<file path="src/rtl/stuff_frame_tx.sv">
// ---------------------------------------------------------------------------
// stuff_frame_tx
//
// Serial frame transmitter with bit stuffing. A parallel word accepted over a
// valid/ready handshake is sent as a start marker of MARK_LEN ones, one 0
// separator, and then the payload MSB first. Inside the payload the
// transmitter never lets MARK_LEN identical bits appear in a row. When the
// run of equal bits on the line reaches MARK_LEN-1 and the next payload bit
// would extend it, an inverted stuff bit is sent first. A run detector on the
// line can therefore only fire on the marker or on idle zeros.
//
// Parameters:
//   W        payload width in bits
//   MARK_LEN marker length in ones (legal range 3..8)
//
// Ports:
//   clk      in   system clock, rising edge
//   reset    in   synchronous active-high reset
//   data_in  in   [W-1:0] payload word, sampled on the handshake edge
//   valid    in   data_in valid
//   ready    out  idle and able to accept a word (registered)
//   out      out  serial line (registered)
//   stuffed  out  high while out carries a stuff bit (registered)
//   done     out  one-cycle pulse while out carries the last payload bit
// ---------------------------------------------------------------------------
module stuff_frame_tx #(
    parameter int W        = 8,
    parameter int MARK_LEN = 4
) (
    input  logic         clk,
    input  logic         reset,
    input  logic [W-1:0] data_in,
    input  logic         valid,
    output logic         ready,
    output logic         out,
    output logic         stuffed,
    output logic         done
);

    localparam int BW = $clog2(W + 1);
    localparam int MW = $clog2(MARK_LEN + 1);
    localparam int RW = $clog2(MARK_LEN + 1);

    typedef enum logic [1:0] {
        IDLE,
        MARK,
        SEP,
        DATA
    } state_t;

    state_t         state_q, state_d;
    logic [W-1:0]   shift_q, shift_d;
    logic [BW-1:0]  bit_cnt_q, bit_cnt_d;
    logic [MW-1:0]  mark_cnt_q, mark_cnt_d;
    logic [RW-1:0]  run_q, run_d;
    logic           last_q, last_d;
    logic           out_q, out_d;
    logic           ready_q, ready_d;
    logic           stuffed_q, stuffed_d;
    logic           done_q, done_d;
    logic           next_bit;
    logic           need_stuff;

    assign ready   = ready_q;
    assign out     = out_q;
    assign stuffed = stuffed_q;
    assign done    = done_q;

    // State and every output live in one register bank so that the line,
    // the handshake and the status flags all change on the same edge.
    always_ff @(posedge clk) begin
        if (reset) begin
            state_q    <= IDLE;
            shift_q    <= '0;
            bit_cnt_q  <= '0;
            mark_cnt_q <= '0;
            run_q      <= '0;
            last_q     <= 1'b0;
            out_q      <= 1'b0;
            ready_q    <= 1'b1;
            stuffed_q  <= 1'b0;
            done_q     <= 1'b0;
        end else begin
            state_q    <= state_d;
            shift_q    <= shift_d;
            bit_cnt_q  <= bit_cnt_d;
            mark_cnt_q <= mark_cnt_d;
            run_q      <= run_d;
            last_q     <= last_d;
            out_q      <= out_d;
            ready_q    <= ready_d;
            stuffed_q  <= stuffed_d;
            done_q     <= done_d;
        end
    end

    // Next-state logic. The registered outputs always describe the bit that
    // is currently on the line, so each branch decides what the line carries
    // during the following cycle. The run tracker (last, run) describes the
    // trailing run of equal bits already on the line. It is seeded by the
    // separator, so the 0 separator counts toward a run of leading zeros.
    // A stuff bit does not consume the payload bit. The next cycle therefore
    // retries the same bit, which can no longer extend the run.
    always_comb begin
        state_d    = state_q;
        shift_d    = shift_q;
        bit_cnt_d  = bit_cnt_q;
        mark_cnt_d = mark_cnt_q;
        run_d      = run_q;
        last_d     = last_q;
        out_d      = 1'b0;
        ready_d    = 1'b0;
        stuffed_d  = 1'b0;
        done_d     = 1'b0;
        next_bit   = shift_q[W-1];
        need_stuff = (run_q == RW'(MARK_LEN - 1)) && (next_bit == last_q);

        unique case (state_q)
            IDLE: begin
                ready_d = 1'b1;
                if (valid && ready_q) begin
                    shift_d    = data_in;
                    bit_cnt_d  = '0;
                    mark_cnt_d = MW'(1);
                    state_d    = MARK;
                    out_d      = 1'b1;
                    ready_d    = 1'b0;
                end
            end

            MARK: begin
                if (mark_cnt_q == MW'(MARK_LEN)) begin
                    state_d = SEP;
                    out_d   = 1'b0;
                    last_d  = 1'b0;
                    run_d   = RW'(1);
                end else begin
                    out_d      = 1'b1;
                    mark_cnt_d = mark_cnt_q + MW'(1);
                end
            end

            SEP, DATA: begin
                if (state_q == DATA && done_q) begin
                    state_d = IDLE;
                    ready_d = 1'b1;
                    run_d   = '0;
                    last_d  = 1'b0;
                end else if (need_stuff) begin
                    state_d   = DATA;
                    out_d     = ~last_q;
                    stuffed_d = 1'b1;
                    last_d    = ~last_q;
                    run_d     = RW'(1);
                end else begin
                    state_d   = DATA;
                    out_d     = next_bit;
                    shift_d   = shift_q << 1;
                    bit_cnt_d = bit_cnt_q + BW'(1);
                    done_d    = (bit_cnt_q == BW'(W - 1));
                    if (next_bit == last_q) begin
                        run_d = run_q + RW'(1);
                    end else begin
                        run_d  = RW'(1);
                        last_d = next_bit;
                    end
                end
            end

            default: begin
                state_d = IDLE;
                ready_d = 1'b1;
            end
        endcase
    end

endmodule

</file>
<file path="config.mk">
export PLATFORM = sky130hd
export DESIGN_NAME = stuff_frame_tx
export DESIGN_NICKNAME = d
export VERILOG_FILES = /design/src/rtl/stuff_frame_tx.sv
export SDC_FILE = /design/constraint.sdc
export NUM_CORES = 1
export LEC_CHECK = 0
export CORE_ASPECT_RATIO = 0.8
export CORE_MARGIN = 3
export CORE_UTILIZATION = 50
export DETAILED_ROUTE_END_ITERATION = 8
export GPL_ROUTABILITY_DRIVEN = 0
export PLACE_DENSITY_LB_ADDON = 0.25
export SETUP_SLACK_MARGIN = 0.1
export SYNTH_ARGS = -nofsm -noshare
export SYNTH_HDL_FRONTEND = slang
export SYNTH_SLANG_ARGS = --single-unit
</file>
<file path="constraint.sdc">
create_clock -name clk -period 1.8 [get_ports clk]
set_input_delay 0.18 -clock clk [delete_from_list [all_inputs] [get_ports clk]]
set_output_delay 0.18 -clock clk [all_outputs]
set_load 0.01 [all_outputs]
</file>
==> key figures <==
CTS
  • Clock root buffer: clkbuf_4
  • Clk_lat worst skew: 0.32 ns
  • Max clock buf depth: 2
  • H-tree levels: 1
  • Clock transition at path regs: 0.12 ns
  • TritonCTS clock tree: done
  • CTS Buf Count: 3
  • Clock sinks: 25
  • Post-CTS Hold Buffers: 0

Timing
  • Worst slew margin: between 70% and 80%
  • RSZ-0062 raised after global routing: false
  • Setup Skew: 0.00442 ns
  • Fin. Hold Viols: 0
  • Setup Viol. Count Final: 0
  • Actual slew at the worst max-slew pin: 0.403 ns
  • Max-slew violations: 0
  • Peak Freq: 650 MHz
  • TNS Setup: 0 ns
  • Min Tclk post-route: roughly 1.5 ns
  • Final Cycle Share: 85.5%

Yosys
  • Avg Cell Area, Syn: 9.09 um2
  • Synthesized flop and latch total: 25
  • Post-Syn Area: 1220 um2
  • Syn Nets: 150
  • Cell variety after synth: 32
  • Sequential area share after synthesis: 41.1%
  • Cell count after synthesis: 134
  • YS warnings: 0

Setup path
  • CP cell instances: ha_1, ha_2, a32oi_4, buf_12, nor2_1, a211oi_1
  • CP Data Arrival Time: 1.78 ns
  • Worst EP required: 2.04 ns
  • R2R Path Start: run_q[0]$_SDFFE_PP0P_
  • Delay-heaviest family, CP: compound AO/OA/AOI/OAI gates
  • Worst Path Class, Setup: flip-flop to flip-flop
  • CP endpoint kind: flip-flop
  • Flop2flop setup slack: approximately 0.26 ns
  • Worst Path Max Fanout: 17
  • CP max stage delay: 0.34 ns
  • CP max stage cell: dfxtp_1
  • FF-to-FF End: shift_q[4]$_SDFFE_PP0P_
  • CP Buf/Inv Count: 1
  • CP startpoint kind: flip-flop
  • Reg2reg path depth: 6

Status
  • Status: complete, no violations

GRT
  • Total gr overflow: 0
  • Pin count of the biggest net entering global routing: 19
  • Initial antenna violation count: 0
  • Vias in the first global route: 910
  • GRT Total Usage: 17.3%
  • First-pass GRT wire length: 3920 um

Placed design
  • IO buf count: 14
  • Post-DP HPWL: 1660 um

Hold path
  • Worst Hold Class: input port to flip-flop
  • Hold_sp: data_in[0]
  • Hold depth: 3
  • Hold endpoint: shift_q[0]$_SDFFE_PP0P_

Power
  • P_leak: a little over 0.5 nW
  • Power Dens Cells: 719 nW/um2
  • Maximum vdd drop: ~0.63 mV
  • Pwr Total: around 1.0 mW

Layout
  • N_diodes: 0
  • Post-layout net count: 166
  • Final core utilization: 63.4%
  • Most frequent cells in the layout: dfxtp_1, clkdlybuf4s50_1, nor2_1
  • Commonest non-fill, non-tap cell in the layout: dfxtp_1
  • Share of post-route cells with drive strength above 1: 8.72%
  • Filler instances: 180
  • Syn-to-layout area delta: 16.2%

Run
  • Max-cap violations: 0

Routing
  • DRC viols: 0
  • Wirelength per Cell: 13.1 um
  • Post-DRT Antenna Nets: 0
  • 1st-pass router iterations: 4
  • DR iter-0 viols: 34
  • Detailed Route WL: 2280 um
  • Total number of vias: 970
  • Vias per cell: 5.57

Die
  • Die Width: around 61 um
  • Ports: 15
  • Die Y: between 50 and 60 um
  • Initial core utilization: a little over half
  • Core area: 2230 um2
  • Std-Cell Rows: 15
  • DIE AREA: 3070 um2
## worst max-delay path by stage
stage / cells past startpoint / end / from
4_1_cts: 6 / shift_q[4]$_SDFFE_PP0P_ / run_q[0]$_SDFFE_PP0P_
2_1_floorplan: 7 / shift_q[7]$_SDFFE_PP0P_ / run_q[0]$_SDFFE_PP0P_
3_5_place_dp: 6 / shift_q[4]$_SDFFE_PP0P_ / valid
3_3_place_gp: 6 / shift_q[3]$_SDFFE_PP0P_ / valid
5_1_grt: 6 / shift_q[2]$_SDFFE_PP0P_ / run_q[0]$_SDFFE_PP0P_
6_report: 6 / shift_q[4]$_SDFFE_PP0P_ / run_q[0]$_SDFFE_PP0P_
## kinds of logic (layout without fill, tap and decap cells)
logic type	Yosys count	after routing	share of synthesized area (%)
buffers and inverters	15	30	6.47
XOR/XNOR	4	4	2.88
AND/OR/NAND/NOR	45	45	18.0
flip-flops	25	25	41.1
AO/OA/AOI/OAI	32	32	19.9
adder cells (fa/ha/maj)	5	5	5.13
multiplexers	8	8	6.57
## synth_stat cells
library cell  number  area, um2
nand4b_1           1       8.76
nand3b_1           1       7.51
and2_1             1       6.26
and3_1             1       6.26
nand3_1            4       20.0
xor2_1             2       17.5
mux2i_1            8       80.1
buf_6              3       33.8
a32oi_4            1       27.5
a211oi_1           5       37.5
a21oi_1           11       55.1
xnor2_1            2       17.5
a211oi_2           3       37.5
nand4_1            1       6.26
nor3_1             3       15.0
and4_1             1       8.76
o21ai_0            2       10.0
ha_1               5       62.6
a21o_1             3       22.5
nand2_1           11       41.3
nor4_1             1       6.26
nand2b_1           5       31.3
a31oi_1            3       18.8
o31ai_1            1       7.51
inv_1              7       26.3
a21bo_1            1       10.0
dfxtp_1           25        500
a22oi_1            1       7.51
clkbuf_1           5       18.8
nor2b_1            2       12.5
a221oi_1           1       8.76
nor2_1            13       48.8
## final cells by class
class	instances	area [um2]	area share [%]
multi-input combinational	94	642	45.3
inverter	7	26.3	1.86
sequential	25	500	35.3
clock buffer	4	26.3	1.86
tap	25	31.3	2.21
timing repair buffer	19	190	13.4
## worst reg2reg max path, cell delays in order (launching register included)
cell and delay, ns:
dfxtp_1 0.34, ha_1 0.20, ha_2 0.23, a32oi_4 0.26, buf_12 0.17, nor2_1 0.05
a211oi_1 0.22
## power by group
group	leakage, nW	internal [mW]	switching [mW]	total [mW]
sequential	0.204	0.583	0.0198	0.602
clock	0.0150	0.0869	0.162	0.249
combinational	0.299	0.0857	0.0808	0.166
## timing repair
item,in CTS,in global routing
hold endpoints to repair,0,0
resized for setup,0,1
buffers inserted,0,0
endpoints found under the setup margin,0,5
## per-layer routing
layer,vias to the layer above,global-route usage [%],wire [um]
li1,500,-,-
met3,5,6.43,109
met2,18,27.8,1100
met5,-,0,0
met1,447,20.3,1040
met4,0,7.58,34
## registers in the layout (all words and copies together) (netlist names)
signal and flops:
done 1, out 1, state_q 2, bit_cnt_q 4, last_q 1, ready 1, run_q 3, mark_cnt_q 3
stuffed 1, shift_q 8
## through the flow
stage	setup WS, ns	hold WS [ns]	cells	cell area (um2)
after global routing	0.164	0.410	174	1420
final	0.262	0.398	174	1420
after floorplan	0.194	0.316	134	1220
after global placement	0.222	0.458	170	1390
after detailed placement	0.149	0.464	170	1390
after CTS	0.154	0.391	174	1410
Note: power is estimated with default switching activity, not from simulation.
